<file path="config.mk">
export PLATFORM = sky130hd
export DESIGN_NAME = pipeline_host_ctrl
export DESIGN_NICKNAME = d
export VERILOG_FILES = /design/src/rtl/pipeline_host_ctrl.sv
export SDC_FILE = /design/constraint.sdc
export NUM_CORES = 1
export LEC_CHECK = 0
export ABC_CLOCK_PERIOD_IN_PS = 3300
export CAP_MARGIN = 20
export CORE_AREA = 2 2 150 152
export CTS_CLUSTER_DIAMETER = 100
export DETAILED_ROUTE_END_ITERATION = 10
export DIE_AREA = 0 0 152 154
export PLACE_DENSITY_LB_ADDON = 0.12
export SLEW_MARGIN = 40
export SYNTH_ARGS = -nofsm -noshare
export SYNTH_HDL_FRONTEND = slang
export SYNTH_SLANG_ARGS = --single-unit
export TNS_END_PERCENT = 5
</file>
<file path="constraint.sdc">
create_clock -name clk -period 3.3 [get_ports clk]
set_input_delay 0.495 -clock clk [delete_from_list [all_inputs] [get_ports clk]]
set_output_delay 0.495 -clock clk [all_outputs]
set_load 0.02 [all_outputs]
</file>
<file path="src/rtl/pipeline_host_ctrl.sv">
// Host-side command sequencer for the pipeline: turns one host command at a time into
// registered run/step/pc-reset and program-port strobes, then returns a one-cycle response.
module pipeline_host_ctrl #(
  parameter int IMEM_AW = 9,
  parameter int DMEM_AW = 8,
  parameter int DMEM_DW = 64,
  parameter int CNT_W   = 16
) (
  input  logic               clk,
  input  logic               reset,
  input  logic               cmd_valid,
  output logic               cmd_ready,
  input  logic [2:0]         cmd_op,
  input  logic [IMEM_AW-1:0] cmd_addr,
  input  logic [DMEM_DW-1:0] cmd_wdata,
  input  logic [CNT_W-1:0]   cmd_count,
  input  logic               abort,
  output logic               rsp_valid,
  output logic               rsp_err,
  output logic [DMEM_DW-1:0] rsp_data,
  output logic               busy,
  output logic               run,
  output logic               step,
  output logic               pc_reset_pulse,
  output logic               imem_prog_we,
  output logic [IMEM_AW-1:0] imem_prog_addr,
  output logic [31:0]        imem_prog_wdata,
  output logic               dmem_prog_en,
  output logic               dmem_prog_we,
  output logic [DMEM_AW-1:0] dmem_prog_addr,
  output logic [DMEM_DW-1:0] dmem_prog_wdata,
  input  logic [DMEM_DW-1:0] dmem_prog_rdata
);

  typedef enum logic [2:0] {
    IDLE    = 3'd0,
    XFER    = 3'd1,
    RD_WAIT = 3'd2,
    RUNNING = 3'd3,
    RSP     = 3'd4
  } state_e;

  typedef enum logic [2:0] {
    OP_NOP     = 3'd0,
    OP_IMEM_WR = 3'd1,
    OP_DMEM_WR = 3'd2,
    OP_DMEM_RD = 3'd3,
    OP_PC_RST  = 3'd4,
    OP_RUN     = 3'd5,
    OP_STEP    = 3'd6,
    OP_RSVD    = 3'd7
  } op_e;

  state_e               r_state, w_state_nxt;
  logic [2:0]           r_op, w_op_nxt;
  logic [CNT_W-1:0]     r_count, w_count_nxt;
  logic [CNT_W-1:0]     r_tally, w_tally_nxt, w_tally_inc;

  logic                 r_cmd_ready, w_cmd_ready_nxt;
  logic                 r_rsp_valid, w_rsp_valid_nxt;
  logic                 r_rsp_err, w_rsp_err_nxt;
  logic [DMEM_DW-1:0]   r_rsp_data, w_rsp_data_nxt;
  logic                 r_run, w_run_nxt;
  logic                 r_step, w_step_nxt;
  logic                 r_pc_reset, w_pc_reset_nxt;
  logic                 r_imem_we, w_imem_we_nxt;
  logic [IMEM_AW-1:0]   r_imem_addr, w_imem_addr_nxt;
  logic [31:0]          r_imem_wdata, w_imem_wdata_nxt;
  logic                 r_dmem_en, w_dmem_en_nxt;
  logic                 r_dmem_we, w_dmem_we_nxt;
  logic [DMEM_AW-1:0]   r_dmem_addr, w_dmem_addr_nxt;
  logic [DMEM_DW-1:0]   r_dmem_wdata, w_dmem_wdata_nxt;

  // Executed-cycle tally saturates so a free run never wraps back to a small number.
  assign w_tally_inc = (r_tally == {CNT_W{1'b1}}) ? r_tally : r_tally + 1'b1;

  always_ff @(posedge clk or negedge reset) begin
    if (!reset) begin
      r_state <= IDLE;
    end else begin
      r_state <= w_state_nxt;
    end
  end

  always_comb begin
    w_state_nxt      = r_state;
    w_op_nxt         = r_op;
    w_count_nxt      = r_count;
    w_tally_nxt      = r_tally;
    w_rsp_valid_nxt  = 1'b0;
    w_rsp_err_nxt    = 1'b0;
    w_rsp_data_nxt   = r_rsp_data;
    w_run_nxt        = 1'b0;
    w_step_nxt       = 1'b0;
    w_pc_reset_nxt   = 1'b0;
    w_imem_we_nxt    = 1'b0;
    w_imem_addr_nxt  = '0;
    w_imem_wdata_nxt = '0;
    w_dmem_en_nxt    = 1'b0;
    w_dmem_we_nxt    = 1'b0;
    w_dmem_addr_nxt  = '0;
    w_dmem_wdata_nxt = '0;

    case (r_state)
      IDLE: begin
        // Strobes are launched on the accept edge itself, so they come straight from cmd_*.
        if (cmd_valid) begin
          w_op_nxt    = cmd_op;
          w_count_nxt = cmd_count;
          w_tally_nxt = '0;
          w_state_nxt = XFER;
          case (cmd_op)
            OP_IMEM_WR: begin
              w_imem_we_nxt    = 1'b1;
              w_imem_addr_nxt  = cmd_addr;
              w_imem_wdata_nxt = cmd_wdata[31:0];
            end
            OP_DMEM_WR: begin
              w_dmem_en_nxt    = 1'b1;
              w_dmem_we_nxt    = 1'b1;
              w_dmem_addr_nxt  = cmd_addr[DMEM_AW-1:0];
              w_dmem_wdata_nxt = cmd_wdata;
            end
            OP_DMEM_RD: begin
              w_dmem_en_nxt   = 1'b1;
              w_dmem_addr_nxt = cmd_addr[DMEM_AW-1:0];
            end
            OP_PC_RST: w_pc_reset_nxt = 1'b1;
            OP_STEP:   w_step_nxt     = 1'b1;
            OP_RUN: begin
              w_state_nxt = RUNNING;
              w_run_nxt   = 1'b1;
            end
            OP_RSVD: begin
              w_state_nxt     = RSP;
              w_rsp_valid_nxt = 1'b1;
              w_rsp_err_nxt   = 1'b1;
              w_rsp_data_nxt  = '0;
            end
            default: ;
          endcase
        end
      end
      XFER: begin
        if (r_op == OP_DMEM_RD) begin
          w_state_nxt = RD_WAIT;
        end else begin
          w_state_nxt     = RSP;
          w_rsp_valid_nxt = 1'b1;
          w_rsp_data_nxt  = '0;
        end
      end
      RD_WAIT: begin
        w_state_nxt     = RSP;
        w_rsp_valid_nxt = 1'b1;
        w_rsp_data_nxt  = dmem_prog_rdata;
      end
      RUNNING: begin
        // Abort wins over the count match; a zero count only ends on abort.
        w_tally_nxt = w_tally_inc;
        if (abort || ((r_count != '0) && (w_tally_inc == r_count))) begin
          w_state_nxt     = RSP;
          w_rsp_valid_nxt = 1'b1;
          w_rsp_data_nxt  = DMEM_DW'(w_tally_inc);
        end else begin
          w_run_nxt = 1'b1;
        end
      end
      RSP: begin
        w_state_nxt = IDLE;
      end
      default: begin
        w_state_nxt = IDLE;
      end
    endcase
  end

  assign w_cmd_ready_nxt = (w_state_nxt == IDLE);

  always_ff @(posedge clk or negedge reset) begin
    if (!reset) begin
      r_op         <= '0;
      r_count      <= '0;
      r_tally      <= '0;
      r_cmd_ready  <= 1'b1;
      r_rsp_valid  <= 1'b0;
      r_rsp_err    <= 1'b0;
      r_rsp_data   <= '0;
      r_run        <= 1'b0;
      r_step       <= 1'b0;
      r_pc_reset   <= 1'b0;
      r_imem_we    <= 1'b0;
      r_imem_addr  <= '0;
      r_imem_wdata <= '0;
      r_dmem_en    <= 1'b0;
      r_dmem_we    <= 1'b0;
      r_dmem_addr  <= '0;
      r_dmem_wdata <= '0;
    end else begin
      r_op         <= w_op_nxt;
      r_count      <= w_count_nxt;
      r_tally      <= w_tally_nxt;
      r_cmd_ready  <= w_cmd_ready_nxt;
      r_rsp_valid  <= w_rsp_valid_nxt;
      r_rsp_err    <= w_rsp_err_nxt;
      r_rsp_data   <= w_rsp_data_nxt;
      r_run        <= w_run_nxt;
      r_step       <= w_step_nxt;
      r_pc_reset   <= w_pc_reset_nxt;
      r_imem_we    <= w_imem_we_nxt;
      r_imem_addr  <= w_imem_addr_nxt;
      r_imem_wdata <= w_imem_wdata_nxt;
      r_dmem_en    <= w_dmem_en_nxt;
      r_dmem_we    <= w_dmem_we_nxt;
      r_dmem_addr  <= w_dmem_addr_nxt;
      r_dmem_wdata <= w_dmem_wdata_nxt;
    end
  end

  assign cmd_ready       = r_cmd_ready;
  assign busy            = ~r_cmd_ready;
  assign rsp_valid       = r_rsp_valid;
  assign rsp_err         = r_rsp_err;
  assign rsp_data        = r_rsp_data;
  assign run             = r_run;
  assign step            = r_step;
  assign pc_reset_pulse  = r_pc_reset;
  assign imem_prog_we    = r_imem_we;
  assign imem_prog_addr  = r_imem_addr;
  assign imem_prog_wdata = r_imem_wdata;
  assign dmem_prog_en    = r_dmem_en;
  assign dmem_prog_we    = r_dmem_we;
  assign dmem_prog_addr  = r_dmem_addr;
  assign dmem_prog_wdata = r_dmem_wdata;

endmodule
</file>
# Word-level counts from Yosys, hierarchy flattened

Cells that the tools add are included.

$add $sub $neg: 1
Reduce and logical (&&, ||, !) cells: 11
Bitwise logic cells: 1
Equal/unequal tests: 17
Mux-type cells: 50

Operators with widths:

| kind                  | number |
|---|---|
| $mux 64               | 7 |
| $pmux 64 s4           | 1 |
| $mux 32               | 3 |
| $mux 16               | 2 |
| $pmux 16 s2           | 1 |
| $mux 9                | 3 |
| $mux 8                | 3 |
| $mux 1                | 23 |
| $add 16x1->16 const B | 1 |
| $eq 16x16->1          | 1 |
| $eq 16x16->1 const B  | 1 |
| $reduce_bool 16->1    | 1 |
| $eq 3x2->1 const B    | 5 |
| $eq 3x3->1 const B    | 4 |
| $pmux 3 s4            | 1 |
| $mux 3                | 3 |
| $eq 3x1->1 const B    | 2 |
| $logic_not 3->1       | 2 |
| $ne 2x2->1 const B    | 3 |
| $pmux 3 s2            | 1 |
| $reduce_and 5->1      | 1 |
| $pmux 1 s4            | 1 |
| $reduce_and 2->1      | 2 |
| $reduce_bool 4->1     | 1 |
| other kinds (7)       | 7 |

Output and inout bits: 187
Register bits: 224
Logic and storage cells: 98

# Longest topological paths before layout

Gate-level depths: netlist (run 1).

Depth in word-level cells: 8
Mapped depth: 12

# Worst setup path before layout (run 1)

OpenSTA, ideal clock, no wires.

Kind: register -> register
Start: register r_tally[9]
End: register r_rsp_data[41], in the netlist rsp_data[41]
Arrival time: 2,886 ps
Slack: 293 ps
Stages on the path, launching flop included: 12
Library setup time: 121 ps
Period minus slack after synthesis: 3,007 ps
Data required time: 3,179 ps
Buffers on the path: 3
Cell sequence: dfrtp_1 nand4_1 buf_2 nor4_1 mux2i_1 xor2_1 o2111ai_2 nor4_4 o31ai_4 buf_6 buf_6 a22o_1

Longest elaborated chain between the ends: 7

RTL lines:

| what                                          | RTL line | RTL |
|---|---|---|
| start: declaration                            | 57       | `logic [CNT_W-1:0] r_tally, w_tally_nxt, w_tally_inc;` |
| start signal: assignment                      | 202      | `r_tally <= w_tally_nxt;` |
| $add 16x1->16 or $eq 16x16->1 (tied branches) | 75       | `assign w_tally_inc = (r_tally == {CNT_W{1'b1}}) ? r_tally : r_tally + 1'b1;` |
| $mux 16 (*)                                   | 75       |  |
| $eq 16x16->1 (*)                              | 161      | `if (abort \|\| ((r_count != '0) && (w_tally_inc == r_count))) begin` |
| $logic_and 1x1->1 (*)                         | 161      |  |
| $logic_or 1x1->1 (*)                          | 161      |  |
| $ne 2x2->1 (no source line) (*)               | --       |  |
| $reduce_and 5->1 (no source line) (*)         | --       |  |
| end signal: assignment                        | 206      | `r_rsp_data <= w_rsp_data_nxt;` |
| end: declaration                              | 62       | `logic [DMEM_DW-1:0] r_rsp_data, w_rsp_data_nxt;` |

Mark *: on every way between the ends. The rest lies on a longest branch, timed or not.
A chain may end at the register's enable or synchronous reset.

# Worst setup path after layout (run 1)

Start: register r_tally[1]
End: register r_rsp_data[14], in the netlist rsp_data[14]

Longest elaborated chain between the ends: 7

RTL lines:

| what                                          | RTL line |
|---|---|
| $add 16x1->16 or $eq 16x16->1 (tied branches) | 75 |
| $mux 16 (*)                                   | 75 |
| $eq 16x16->1                                  | 161 |
| $logic_and 1x1->1                             | 161 |
| $logic_or 1x1->1                              | 161 |
| $ne 2x2->1 (no source line)                   | -- |
| $reduce_and 5->1 (no source line)             | -- |

Mark *: on every way between the ends. The rest lies on a longest branch, timed or not. The select of a mux whose other input is x is not followed.

==> results of run 1 <==
sequential cells by signal, indices dropped and copies added, names as in the netlist, 3 cells and up:
register         flops
dmem_prog_wdata     64
rsp_data            64
imem_prog_wdata     32
r_count             16
r_tally             16
imem_prog_addr       9
dmem_prog_addr       8
r_op                 3
r_state              3
routing by layer:
metal,up-vias,global-route usage [%],part of all wire (%)
met5,-,0,0
met4,0,6.32,2.5
met3,44,9.41,11
met2,308,37.5,48
met1,3463,28.5,39
li1,3355,-,-
synthesized netlist by cell type (all sizes together), types with 5 or more instances:
cell | count | area share [%]
a22o | 49 | 4.8
dfrtp | 223 | 62
nand3 | 12 | 0.81
a21o | 5 | 0.42
and4 | 5 | 0.49
nand4 | 11 | 0.94
inv | 7 | 0.29
nor4 | 10 | 1.4
xor2 | 5 | 0.49
mux2i | 9 | 1.0
and2 | 117 | 8.2
nor2b | 8 | 0.56
o21ai | 24 | 1.3
nand2 | 81 | 3.4
xnor2 | 12 | 1.2
clkbuf | 28 | 1.2
o2bb2ai | 15 | 1.5
nor3 | 8 | 0.45
buf | 19 | 1.4
a21oi | 17 | 0.95
nand2b | 9 | 0.63
nor2 | 32 | 1.4
power groups by stage:
| stage | clock network (uW) | logic, uW | registers, uW |
|---|---|---|---|
| 2_1_floorplan | 0 | 981 | 3950 |
| 3_3_place_gp | 0 | 2610 | 3630 |
| 3_5_place_dp | 0 | 2640 | 3630 |
| 4_1_cts | 3010 | 2650 | 3580 |
| 5_1_grt | 3130 | 2820 | 3650 |
| 6_report | 2940 | 2620 | 3590 |
worst max-delay path by stage:
stage                from  depth (start not counted)      endpoint  slack (ns)
5_1_grt        r_tally[1]                         11   rsp_data[9]        0.05
2_1_floorplan  r_tally[9]                         11  rsp_data[41]        0.29
3_5_place_dp   r_tally[1]                         10  rsp_data[16]        0.06
6_report       r_tally[1]                         10  rsp_data[14]        0.19
4_1_cts        r_tally[1]                         10  rsp_data[22]        0.06
3_3_place_gp   r_tally[1]                         10  rsp_data[24]        0.18
stage by stage:
| stage | util, % | hold slack (ns) |
|---|---|---|
| floorplan | - | 0.199 |
| global placement | 59.5 | 0.455 |
| detailed placement | 59.6 | 0.447 |
| CTS | 63.7 | 0.475 |
| global route | 63.8 | 0.485 |
| finish | 63.8 | 0.474 |
cell families after synthesis:
logic type / count (synthesis) / share of synthesized area [%]
AND/OR/NAND/NOR: 309 / 19.5
flip-flops: 224 / 62.6
AO/OA/AOI/OAI: 137 / 11.7
buffers and inverters: 54 / 2.86
XOR/XNOR: 17 / 1.66
multiplexers: 13 / 1.51
adder cells (fa/ha/maj): 1 / 0.140
timing repair:
action / 4_1_cts / 5_1_grt
endpoints found under the setup margin: 0 / 65
endpoints found under the hold margin: 51 / 0
hold buffers: 1 / 0
resized for setup: 0 / 3
layout make-up:
cell class              count  area share, %
diodes                      1         0.0181
multi-input cells         477           22.5
inverters                   7          0.190
clock inverters            11           1.42
flip-flops and latches    224           40.5
well taps                 280           2.53
repair buffers            389           27.8
clock buffers              32           4.92
critical path: cells and delay by family, from the launching register on:
kind	cells	cell delay, ns
AOI/OAI and AO/OA	3	1.07
adders and majority gates	1	0.27
buffers and inverters	1	0.20
muxes	1	0.32
DFF	1	0.42
xor gates and xnor gates	1	0.11
and+or+nand+nor	3	0.58
==> metrics, run 1 <==
outcome completed; Post-Syn Nets 916; largest net degree at the start of global routing 66; router iterations before antenna repair 5; CTS tree built; Yosys cell types 61; Cell Chain, Critical Path ha_2, and3_2, nand2_1, o21ai_1, xnor2_1, o2111ai_1, nor4_4, o31ai_4, buf_4, mux2_2; num ports 347; Iter 0 DRT Violations 425; critical path class reg -> reg; CP arrival 3.52 ns; Sw Share 30.7%; setup ws final 0.190 ns; Die Wd 152 um; port bufs 346; Wirelength per Cell 19.1 um; Seq pwr share 39.2%; Switch Pwr 2810 uW; die area 0.0234 sq mm; row cnt 54; first-pass GRT wire length 42.4 mm; CP max-delay cell o21ai_1; Crit path largest cell delay 0.43 ns; Sequential Area 0.00561 sq mm; Critical Path RT 3.71 ns; power consumption 9150 uW; Chip Height 154 um; Final ANT Viol Nets 0; core area 0.0217 sq mm; clock sink total 224; Final #Nets 1284; Filler Cell Count 1706; Power Dens Cells 662 mW/mm^2; Clock Power Share 32.1%; area of the multi-input gates 0.00312 sq mm; grt ovf 0; most common cell after layout, fill and taps aside clkdlybuf4s50_1; Final Instance Count excl. Fillers 1421; Vias/cell 5.05; Setup Buffers After CTS 0; CTS max path bufs 3; initial antenna violation count 3; final instance area 0.0138 sq mm; max frequency 322 MHz; clock-pin slew on the worst setup and hold paths 0.06 ns; FF+latch count, synth 224; Worst R2R Setup Slack 0.19 ns; commonest non-fill, non-tap cells in the layout 345 x clkdlybuf4s50_1, 223 x dfrtp_1, 116 x and2_1; logic gate share of total power 28.7%; VDD IR max 0.428 mV; H-tree depth 1; Placer Congestion 0.921; yosys warns 0; critical path endpoint category flop; RSZ-0062 raised after global routing no; CTS Root Cell clkbuf_16; HPWL after DPL 20.1 mm; period utilization 94.2%; r2r worst-path depth 10; placed inst area 0.0129 sq mm; Area growth syn-to-layout 54.4%; Mapped Cells 755; Final Hold Fails 0; clk_skew 0.0210 ns; post-synthesis sequential area ratio 62.6%; Num CTS Buffers 24; min cycle time layout 3.11 ns; number of global-route vias before repair 7200; share of cells above drive strength 1 8.95%; Global Route Usage Sum 23.0%; Slew Limit Fails 0; Starting Density 41.3%; worst r2r src r_tally[1]; type of the worst min-delay path in -> async; crit path launch type flop; Syn Area/Cell 11.9 sq um; Post-synth EDFFs 0; most common flop cell mapped by yosys dfrtp_1; max-cap violations 0; worst skew pair latency 0.53 ns; total negative slack 0 ns; Vias 7170; worst-path fanout max 7; FF-to-FF End rsp_data[14]; final wirelength 27.2 mm; static leakage 0.00625 uW; Post-route DRC 0; relative slew slack 46.8%; Place WS 0.0614 ns; Least-Margin Pin Slew 0.795 ns; Final Setup Violations 0; Internal 6350 uW; ys async rst share 100%; DP Cell Count 1376; Post-Syn Area 0.00896 sq mm
(Power assumes the default switching activity.)
==> run 2: changes to the inputs <==
--- a/config.mk
+++ b/config.mk
@@ -6,11 +6,10 @@
 export NUM_CORES = 1
 export LEC_CHECK = 0
 export ABC_CLOCK_PERIOD_IN_PS = 3300
-export CAP_MARGIN = 20
-export CORE_AREA = 2 2 150 152
+export CORE_AREA = 2 2 146 148
 export CTS_CLUSTER_DIAMETER = 100
 export DETAILED_ROUTE_END_ITERATION = 10
-export DIE_AREA = 0 0 152 154
+export DIE_AREA = 0 0 148 150
 export PLACE_DENSITY_LB_ADDON = 0.12
 export SLEW_MARGIN = 40
 export SYNTH_ARGS = -nofsm -noshare
==> metrics, run 2 (synthesis results as in run 1) <==
clock-pin slew on the worst setup and hold paths 0.06 ns (about the same); Critical Path RT 3.70 ns (was 3.71 ns); row cnt 53 (was 54); Die Wd 148 um (was 152 um); relative slew slack 51.2% (was 46.8%); CP top delay family simple AND/OR/NAND/NOR gates (was compound AO/OA/AOI/OAI gates); Power Dens Cells 647 mW/mm^2 (was 662 mW/mm^2); # diodes 0 (was 1); Final #Nets 1275 (was 1284); most common cell after layout, fill and taps aside clkdlybuf4s50_1 (unchanged); Crit path largest cell delay 0.44 ns (was 0.43 ns); Iter 0 DRT Violations 540 (was 425); min cycle time layout 3.16 ns (was 3.11 ns); Final ANT Viol Nets 0 (unchanged); Worst R2R Setup Slack 0.14 ns (was 0.19 ns); die area 0.0222 sq mm (was 0.0234 sq mm); type of the worst min-delay path reg -> reg (was in -> async); FF-to-FF End rsp_data[14] (unchanged); Num CTS Buffers 24 (unchanged); core area 0.0207 sq mm (was 0.0217 sq mm); worst skew pair latency 0.52 ns (was 0.53 ns); CP arrival 3.56 ns (was 3.52 ns); critical path endpoint category flop (unchanged); clk_skew 0.0117 ns (was 0.0210 ns); router iterations before antenna repair 5 (unchanged); grt ovf 0 (unchanged); Global Route Usage Sum 24.0% (was 23.0%); Wirelength per Cell 19.2 um (was 19.1 um); Vias 7129 (was 7170); CTS tree built (unchanged); Final Hold Fails 0 (unchanged); H-tree depth 1 (unchanged); Least-Margin Pin Slew 0.730 ns (was 0.795 ns); Hold Crit Depth 2; crit path launch type flop (unchanged); VDD IR max 0.424 mV (was 0.428 mV); power consumption 8840 uW (was 9150 uW); Hold Path Sink r_op[2]; critical path class reg -> reg (unchanged); r2r worst-path depth 10 (unchanged); worst r2r src r_tally[1] (unchanged); static leakage 0.00616 uW (was 0.00625 uW); Place WS -0.00490 ns (was 0.0614 ns); Area growth syn-to-layout 52.5% (was 54.4%); share of cells above drive strength 1 8.33% (was 8.95%); worst-path fanout max 67 (was 7); max frequency 317 MHz (was 322 MHz); port bufs 346 (unchanged); Slew Limit Fails 0 (unchanged); period utilization 95.7% (was 94.2%); first-pass GRT wire length 41.6 mm (was 42.4 mm); Chip Height 150 um (was 154 um); CP max-delay cell dfrtp_1 (was o21ai_1); CTS max path bufs 3 (unchanged); Cell Chain, Critical Path ha_1, and3_2, nand2_1, o311a_1, xor2_1, o2111ai_2, nor4_4, o31ai_4, buf_12, mux2_2 (was ha_2, and3_2, nand2_1, o21ai_1, xnor2_1, o2111ai_1, nor4_4, o31ai_4, buf_4, mux2_2); Final Setup Violations 0 (unchanged); setup ws final 0.141 ns (was 0.190 ns); Starting Density 43.3% (was 41.3%); Placer Congestion 0.919 (was 0.921); num ports 347 (unchanged); clock sink total 224 (unchanged); number of global-route vias before repair 7330 (was 7200); Vias/cell 5.08 (was 5.05); commonest non-fill, non-tap cells in the layout 345 x clkdlybuf4s50_1, 220 x dfrtp_1, 117 x and2_1 (was 345 x clkdlybuf4s50_1, 223 x dfrtp_1, 116 x and2_1); CTS Root Cell clkbuf_16 (unchanged); largest net degree at the start of global routing 69 (was 66); HP Start r_op[2]; outcome completed (unchanged); max-cap violations 0 (unchanged); HPWL after DPL 19.5 mm (was 20.1 mm); final wirelength 26.9 mm (was 27.2 mm); Post-route DRC 0 (unchanged); WP buf/inv 1 (unchanged); initial antenna violation count 0 (was 3)
## run 2: final cells by class
type	count	area, sq um
clock buffers	32	691
well taps	275	344
inverters	7	26.3
multi-input cells	477	3120
clock inverters	8	105
flip-flops and latches	224	5610
fillers	1612	7030
repair buffers	380	3760
## run 2: metrics by stage
stage	cell area, sq um	cells	utilization [%]	setup TNS (ns)	hold slack, ns
floorplan	8960	755	-	0	0.199
global placement	12800	1360	62.0	0	0.455
detailed placement	12800	1360	62.0	-0.00490	0.458
CTS	13600	1401	65.9	0	0.473
global route	13700	1403	66.0	-0.00587	0.503
finish	13700	1403	66.0	0	0.467
## run 2: routing by layer
metal  global-route usage (%)  share of wire [%]
met5                        0                  0
met4                     7.05                2.5
met3                     7.35                9.4
met2                     38.5                 47
met1                     31.6                 41
## run 2: how the worst max path moves through the flow
stage / start / to / slack, ns / depth (start not counted)
after floorplan: r_tally[9] / rsp_data[41] / 0.29 / 11
after global placement: r_tally[1] / rsp_data[14] / 0.16 / 10
after detailed placement: r_tally[1] / rsp_data[14] / -0.005 / 10
after CTS: r_tally[1] / rsp_data[14] / 0.01 / 10
after global routing: r_tally[7] / rsp_data[14] / -0.006 / 11
final: r_tally[1] / rsp_data[14] / 0.14 / 10
## run 2: worst register-to-register path, delay by kind of cell, from the launching register on
| kind | cells | cell delay, ns |
|---|---|---|
| AND/OR/NAND/NOR | 3 | 0.94 |
| AO/OA/AOI/OAI | 3 | 0.66 |
| flip-flops | 1 | 0.44 |
| multiplexers | 1 | 0.32 |
| XOR/XNOR | 1 | 0.27 |
| buffers and inverters | 1 | 0.23 |
| adder cells (fa/ha/maj) | 1 | 0.20 |
## run 2: what timing repair did
| item | CTS | global route |
|---|---|---|
| endpoints found under the setup margin | 0 | 64 |
| endpoints found under the hold margin | 63 | 0 |
| hold buffers | 1 | 0 |
| resized for setup | 0 | 7 |
| setup buffers | 0 | 2 |
## run 2: power breakdown
| group | internal (uW) | switching, uW | total [uW] |
|---|---|---|---|
| Clock | 1620 | 1060 | 2680 |
| Sequential | 3220 | 356 | 3570 |
| Combinational | 1250 | 1340 | 2600 |
